File: config.mk
export PLATFORM = sky130hd
export DESIGN_NAME = lsu
export DESIGN_NICKNAME = d
export VERILOG_FILES = /design/src/rtl/lsu.sv
export SDC_FILE = /design/constraint.sdc
export NUM_CORES = 1
export LEC_CHECK = 0
export BUFFER_PORTS_ARGS = -buffer_cell sky130_fd_sc_hd__buf_4
export CELL_PAD_IN_SITES_DETAIL_PLACEMENT = 0
export CELL_PAD_IN_SITES_GLOBAL_PLACEMENT = 1
export CORE_ASPECT_RATIO = 1.4
export CORE_MARGIN = 5
export CORE_UTILIZATION = 39
export DETAILED_ROUTE_END_ITERATION = 6
export PLACE_DENSITY_LB_ADDON = 0.1
export SYNTH_ARGS = -nofsm -noshare
export SYNTH_HDL_FRONTEND = slang
export SYNTH_SLANG_ARGS = --single-unit
File: constraint.sdc
create_clock -name clk -period 2.2 [get_ports clk]
set_input_delay 0.44 -clock clk [delete_from_list [all_inputs] [get_ports clk]]
set_output_delay 0.44 -clock clk [all_outputs]
set_load 0.01 [all_outputs]
File: src/rtl/lsu.sv
// Load/store unit: one RV32 load or store per request over a single-outstanding
// memory handshake. Misaligned or unsupported ops raise an exception without
// touching the bus, and a stalled bus is converted into an access fault.
module lsu #(
  parameter int unsigned XLEN    = 32,
  parameter int unsigned TIMEOUT = 255
) (
  input  logic            clk,
  input  logic            rst_n,
  input  logic            req_valid,
  output logic            req_ready,
  input  logic            req_we,
  input  logic [2:0]      req_funct3,
  input  logic [XLEN-1:0] req_addr,
  input  logic [XLEN-1:0] req_wdata,
  input  logic [4:0]      req_rd,
  output logic            mem_req,
  output logic            mem_we,
  output logic [XLEN-1:0] mem_addr,
  output logic [3:0]      mem_wstrb,
  output logic [31:0]     mem_wdata,
  input  logic            mem_ack,
  input  logic [31:0]     mem_rdata,
  output logic            resp_valid,
  output logic            resp_we,
  output logic [4:0]      resp_rd,
  output logic [XLEN-1:0] resp_data,
  output logic            exc_valid,
  output logic [1:0]      exc_code,
  output logic [XLEN-1:0] exc_addr
);

  localparam int unsigned CW = (TIMEOUT > 1) ? $clog2(TIMEOUT + 1) : 1;

  typedef enum logic {IDLE, BUS} state_t;

  state_t          state_q, state_d;
  logic [CW-1:0]   cnt_q, cnt_d;
  logic            we_q, we_d;
  logic [2:0]      f3_q, f3_d;
  logic [1:0]      off_q, off_d;
  logic [4:0]      rd_q, rd_d;
  logic [XLEN-1:0] addr_q, addr_d;

  logic            mem_req_q, mem_req_d;
  logic            mem_we_q, mem_we_d;
  logic [XLEN-1:0] mem_addr_q, mem_addr_d;
  logic [3:0]      mem_wstrb_q, mem_wstrb_d;
  logic [31:0]     mem_wdata_q, mem_wdata_d;
  logic            resp_valid_q, resp_valid_d;
  logic            resp_we_q, resp_we_d;
  logic [4:0]      resp_rd_q, resp_rd_d;
  logic [XLEN-1:0] resp_data_q, resp_data_d;
  logic            exc_valid_q, exc_valid_d;
  logic [1:0]      exc_code_q, exc_code_d;
  logic [XLEN-1:0] exc_addr_q, exc_addr_d;

  logic            mis;
  logic [3:0]      st_wstrb;
  logic [31:0]     st_wdata;
  logic [31:0]     ld_sh;
  logic [XLEN-1:0] ld_data;
  logic            tmo_hit;

  assign req_ready  = (state_q == IDLE);
  assign mem_req    = mem_req_q;
  assign mem_we     = mem_we_q;
  assign mem_addr   = mem_addr_q;
  assign mem_wstrb  = mem_wstrb_q;
  assign mem_wdata  = mem_wdata_q;
  assign resp_valid = resp_valid_q;
  assign resp_we    = resp_we_q;
  assign resp_rd    = resp_rd_q;
  assign resp_data  = resp_data_q;
  assign exc_valid  = exc_valid_q;
  assign exc_code   = exc_code_q;
  assign exc_addr   = exc_addr_q;

  // Alignment / legality of the incoming op; unsupported encodings count as misaligned
  always_comb begin
    mis = 1'b1;
    case (req_funct3)
      3'b000:  mis = 1'b0;
      3'b001:  mis = req_addr[0];
      3'b010:  mis = |req_addr[1:0];
      3'b100,
      3'b101:  mis = req_we ? 1'b1 : ((req_funct3[0]) ? req_addr[0] : 1'b0);
      default: mis = 1'b1;
    endcase
  end

  // Store lane replication and byte enables from the incoming request
  always_comb begin
    st_wdata = req_wdata[31:0];
    st_wstrb = 4'b1111;
    case (req_funct3[1:0])
      2'b00: begin
        st_wdata = {4{req_wdata[7:0]}};
        st_wstrb = 4'b0001 << req_addr[1:0];
      end
      2'b01: begin
        st_wdata = {2{req_wdata[15:0]}};
        st_wstrb = 4'b0011 << req_addr[1:0];
      end
      default: ;
    endcase
    if (!req_we) st_wstrb = 4'b0000;
  end

  // Load byte/half extraction with sign or zero extension
  always_comb begin
    ld_sh   = mem_rdata >> {off_q, 3'b000};
    ld_data = XLEN'(ld_sh);
    case (f3_q)
      3'b000:  ld_data = {{(XLEN-8){ld_sh[7]}}, ld_sh[7:0]};
      3'b001:  ld_data = {{(XLEN-16){ld_sh[15]}}, ld_sh[15:0]};
      3'b100:  ld_data = {{(XLEN-8){1'b0}}, ld_sh[7:0]};
      3'b101:  ld_data = {{(XLEN-16){1'b0}}, ld_sh[15:0]};
      default: ;
    endcase
  end

  // Last wait cycle before an access fault; ack in this cycle still wins
  assign tmo_hit = (TIMEOUT != 0) && (cnt_q == CW'(TIMEOUT - 1));

  // Next-state and output register logic
  always_comb begin
    state_d      = state_q;
    cnt_d        = cnt_q;
    we_d         = we_q;
    f3_d         = f3_q;
    off_d        = off_q;
    rd_d         = rd_q;
    addr_d       = addr_q;
    mem_req_d    = mem_req_q;
    mem_we_d     = mem_we_q;
    mem_addr_d   = mem_addr_q;
    mem_wstrb_d  = mem_wstrb_q;
    mem_wdata_d  = mem_wdata_q;
    resp_valid_d = 1'b0;
    resp_we_d    = resp_we_q;
    resp_rd_d    = resp_rd_q;
    resp_data_d  = resp_data_q;
    exc_valid_d  = 1'b0;
    exc_code_d   = exc_code_q;
    exc_addr_d   = exc_addr_q;
    case (state_q)
      IDLE: begin
        if (req_valid) begin
          if (mis) begin
            exc_valid_d = 1'b1;
            exc_code_d  = {1'b0, req_we};
            exc_addr_d  = req_addr;
          end else begin
            state_d     = BUS;
            cnt_d       = '0;
            we_d        = req_we;
            f3_d        = req_funct3;
            off_d       = req_addr[1:0];
            rd_d        = req_rd;
            addr_d      = req_addr;
            mem_req_d   = 1'b1;
            mem_we_d    = req_we;
            mem_addr_d  = {req_addr[XLEN-1:2], 2'b00};
            mem_wstrb_d = st_wstrb;
            mem_wdata_d = st_wdata;
          end
        end
      end
      BUS: begin
        if (mem_ack) begin
          state_d      = IDLE;
          mem_req_d    = 1'b0;
          mem_we_d     = 1'b0;
          mem_wstrb_d  = 4'b0000;
          resp_valid_d = 1'b1;
          resp_we_d    = we_q;
          resp_rd_d    = rd_q;
          resp_data_d  = we_q ? '0 : ld_data;
        end else if (tmo_hit) begin
          state_d     = IDLE;
          mem_req_d   = 1'b0;
          mem_we_d    = 1'b0;
          mem_wstrb_d = 4'b0000;
          exc_valid_d = 1'b1;
          exc_code_d  = {1'b1, we_q};
          exc_addr_d  = addr_q;
        end else begin
          cnt_d = cnt_q + 1'b1;
        end
      end
      default: state_d = IDLE;
    endcase
  end

  // State and output registers; reset abandons any in-flight access
  always_ff @(posedge clk or negedge rst_n) begin
    if (!rst_n) begin
      state_q      <= IDLE;
      cnt_q        <= '0;
      we_q         <= 1'b0;
      f3_q         <= 3'b000;
      off_q        <= 2'b00;
      rd_q         <= 5'd0;
      addr_q       <= '0;
      mem_req_q    <= 1'b0;
      mem_we_q     <= 1'b0;
      mem_addr_q   <= '0;
      mem_wstrb_q  <= 4'b0000;
      mem_wdata_q  <= 32'd0;
      resp_valid_q <= 1'b0;
      resp_we_q    <= 1'b0;
      resp_rd_q    <= 5'd0;
      resp_data_q  <= '0;
      exc_valid_q  <= 1'b0;
      exc_code_q   <= 2'b00;
      exc_addr_q   <= '0;
    end else begin
      state_q      <= state_d;
      cnt_q        <= cnt_d;
      we_q         <= we_d;
      f3_q         <= f3_d;
      off_q        <= off_d;
      rd_q         <= rd_d;
      addr_q       <= addr_d;
      mem_req_q    <= mem_req_d;
      mem_we_q     <= mem_we_d;
      mem_addr_q   <= mem_addr_d;
      mem_wstrb_q  <= mem_wstrb_d;
      mem_wdata_q  <= mem_wdata_d;
      resp_valid_q <= resp_valid_d;
      resp_we_q    <= resp_we_d;
      resp_rd_q    <= resp_rd_d;
      resp_data_q  <= resp_data_d;
      exc_valid_q  <= exc_valid_d;
      exc_code_q   <= exc_code_d;
      exc_addr_q   <= exc_addr_d;
    end
  end

endmodule

==> results.md <==
* Internal Pwr Total at around 7.5 mW
* Clk sinks at 162
* Initial DRC count at approximately 360
* Metal-1 WL at slightly below 9 mm
* Num rows at 61
* Post-route setup TNS at 0 ns
* Flop pwr share at 40.2%
* Worst-path clk slew at roughly 0.06 ns
* Initial antenna violation count at 0
* Latest clock arrival within the worst-skew pair at between 0.4 and 0.5 ns
* CP arrival at 2.19 ns
* Startpoint class of the critical path: register
* CTS H-Tree Depth at 4
* Mean Syn Cell Area at around 11 um2
* Detailed Routing Iterations Pass 1 at 6
* Sequential standard cell area at 4060 um2
* Final Critical Period at roughly 1.9 ns
* Met2 wire len at about 11 mm
* Number of synthesized flops with an enable pin at 0
* Critical path type: reg2reg
* Sw Pwr at between 3 and 4 mW
* Critical path endpoint category: register
* Tot GR Track Use at 19.6%
* CTS tree: yes
* Worst min-delay path category: in2reg
* RSZ-0062 raised after global routing: false
* Ant. Diodes at 0
* Asr flop ratio synth at 100%
* Pwr Density at between 1000 and 1500 nW/um2
* Clock Skews at approximately 0.0084 ns
* Boundary Pins at between 200 and 300
* Cell variety after synth at 46
* Core occupancy in the finished layout at 52.4%
* Largest net degree at the start of global routing at 55
* Design area at about 10000 um2
* Buffers on Ports at roughly 250
* Avg WL per Cell at between 15 and 20 um
* Comb pwr share at 32.9%
* R2R depth at 7
* Cts repair resizes at 0
* Nets at 1065
* Number of buffers created by CTS at 17
* Global placer's final weighted congestion at ~0.84
* Main synth FF type: dfrtp_1
* Status: completed
* First-pass GRT wire length at 35.1 mm
* # Max-Cap Violations at 0
* DP HPWL at ~17 mm
* Root buf cell: clkbuf_16
* Synth Cell Area at just under 8000 um2
* Required @ worst endpoint at approximately 2.5 ns
* WL final at 22.7 mm
* Max layer used: met4
* Initial core utilization at between 30% and 40%
* CP max FO at 14
* Reg-to-reg setup timing slack at 0.32 ns
* Reg2reg end: exc_addr[6]
* # fillers at ~1800
* Detailed-route via count at slightly above 6000
* Chip width at around 130 um
* Final period utilization at 85.6%
* Antenna-violating nets left at 0
* Vias per inst at between 5 and 6
* Setup crit end: exc_addr[6]
* Sequential area share after synthesis at 52.0%
* Area of the multi-input gates at approximately 3200 um2
* FF+latch count, synth at 162
* Drt drc at 0
* Post CTS Setup Buffer Count at 0
* Area Growth Syn to Fin at 32.9%
* Clk pwr share at 26.8%
* Die area at 23000 um2
* Vias in the first global route at 6467
* Switching part of the total at roughly a third
* Gate Count Post-Synth at roughly 740
* Worst vdd ir at ~460 uV
* Met3 WL at around 2 mm
* Slew @ Worst Pin at about 0.66 ns
* Final setup violation count at 0
* Fin Hold WS at 0.206 ns
* Worst setup path start: cnt_q[0]
* Die height at around 180 um
* Final Max Slew Viols at 0
* Final Hold Fails at 0
* Layout cells sized above 1 at a little under two fifths
* Hold path cells at 3
* Post-Place Cell Area at 9760 um2
* Max frequency at around 530 MHz
* Bufs on Longest Clock Path at 2
* Core ar. at roughly 20000 um2
* Slew headroom at 55.7%
* Total gr overflow at 0
* Yosys Warn Count at 0
* Total design power at between 10 and 15 mW
* Static Leak at between 5 and 6 nW
* Worst r2r src: cnt_q[0]
[state kept, by name (all words and copies together) (netlist names), 2 cells and up]
signal	count
mem_wdata	32
exc_addr	32
addr_q	31
f3_q	3
mem_wstrb	4
resp_data	32
resp_rd	5
rd_q	5
cnt_q	8
exc_code	2
[area by class of cell]
cell class / count / area share, %
well taps: 252 / 3.04
flip-flops and latches: 162 / 39.1
repair buffers: 276 / 20.5
clock buffers: 19 / 4.27
multi-input cells: 487 / 31.2
inverters: 10 / 0.362
clock inverters: 13 / 1.45
[power by group through the flow]
stage | logic [mW] | clock network (mW) | registers (mW)
after global placement | 3.68 | 0 | 4.50
after CTS | 3.75 | 3.08 | 4.50
after floorplan | 1.65 | 0 | 4.69
after detailed placement | 3.75 | 0 | 4.54
final | 3.67 | 2.99 | 4.49
after global routing | 4.02 | 3.19 | 4.61
[how the worst min path moves through the flow]
stage / startpoint / endpoint
2_1_floorplan: rst_n / addr_q[10]
3_3_place_gp: rst_n / resp_rd[3]
3_5_place_dp: rst_n / resp_rd[3]
4_1_cts: req_rd[0] / rd_q[0]
5_1_grt: req_addr[9] / addr_q[9]
6_report: req_rd[0] / rd_q[0]
[cell families after synthesis]
family	synth area share (%)
compound gates	10.2
fa+ha+maj	0.321
buf+inv	6.74
flops	52.0
mux	17.5
other cells	0.0481
simple gates	13.2
[per-stage QoR]
stage                     instances  worst slack, ns
after floorplan                 738            0.327
after global placement         1186            0.214
after detailed placement       1186            0.154
after CTS                      1219            0.297
after global routing           1219            0.195
final                          1219            0.318
[synth_stat cells, types with 2 or more instances]
cell | instances | area share [%]
nand4_1 | 2 | 0.16
nor3b_2 | 3 | 0.48
mux2_1 | 28 | 4.0
ha_1 | 2 | 0.32
nand2b_1 | 3 | 0.24
a21o_1 | 2 | 0.19
inv_1 | 10 | 0.48
and3_1 | 3 | 0.24
buf_1 | 3 | 0.14
buf_4 | 33 | 3.2
buf_2 | 17 | 1.1
nor2_1 | 17 | 0.82
clkbuf_1 | 19 | 0.91
a31oi_1 | 3 | 0.24
mux2i_1 | 44 | 5.6
nand3_1 | 4 | 0.26
nand3b_1 | 8 | 0.77
a21oi_1 | 21 | 1.3
a221o_1 | 16 | 2.1
a22o_1 | 10 | 1.1
nor3_1 | 2 | 0.13
dfrtp_1 | 162 | 52
nor2b_1 | 5 | 0.40
mux2_2 | 51 | 7.4
a41oi_1 | 2 | 0.22
buf_6 | 6 | 0.87
o21ai_0 | 55 | 3.5
nand2_1 | 187 | 9.0
o21a_1 | 2 | 0.19
[what timing repair did]
| item | in CTS | in global routing |
|---|---|---|
| hold endpoints to repair | 39 | 0 |
| hold buffers | 1 | 0 |
| setup endpoints to repair | 0 | 0 |
[cell usage in the layout (no fill, tap or decap), drive strengths merged, types with 4 or more instances in the layout]
cell type and count:
clkinvlp 5, nand2 187, a221o 16, o21ai 56, a22o 10, nor2b 5
nor2 17, clkbuf 19, dfrtp 162, inv 14, mux2 80, a21oi 22
nand3 4, nand3b 9, buf 275, mux2i 44
[critical path, stage by stage (launching register included)]
cell and delay, ns:
dfrtp_1 0.42, inv_1 0.07, ha_1 0.17, nand3_1 0.12, nor2_1 0.31, a21oi_4 0.11, buf_4 0.22, mux2_1 0.34
[per-layer routing]
metal,track usage (%),vias up
met4,6.02,0
li1,-,2928
met5,0,-
met2,33.0,224
met1,23.3,3021
met3,7.08,24
No activity file was read; power rests on OpenSTA's default activity.
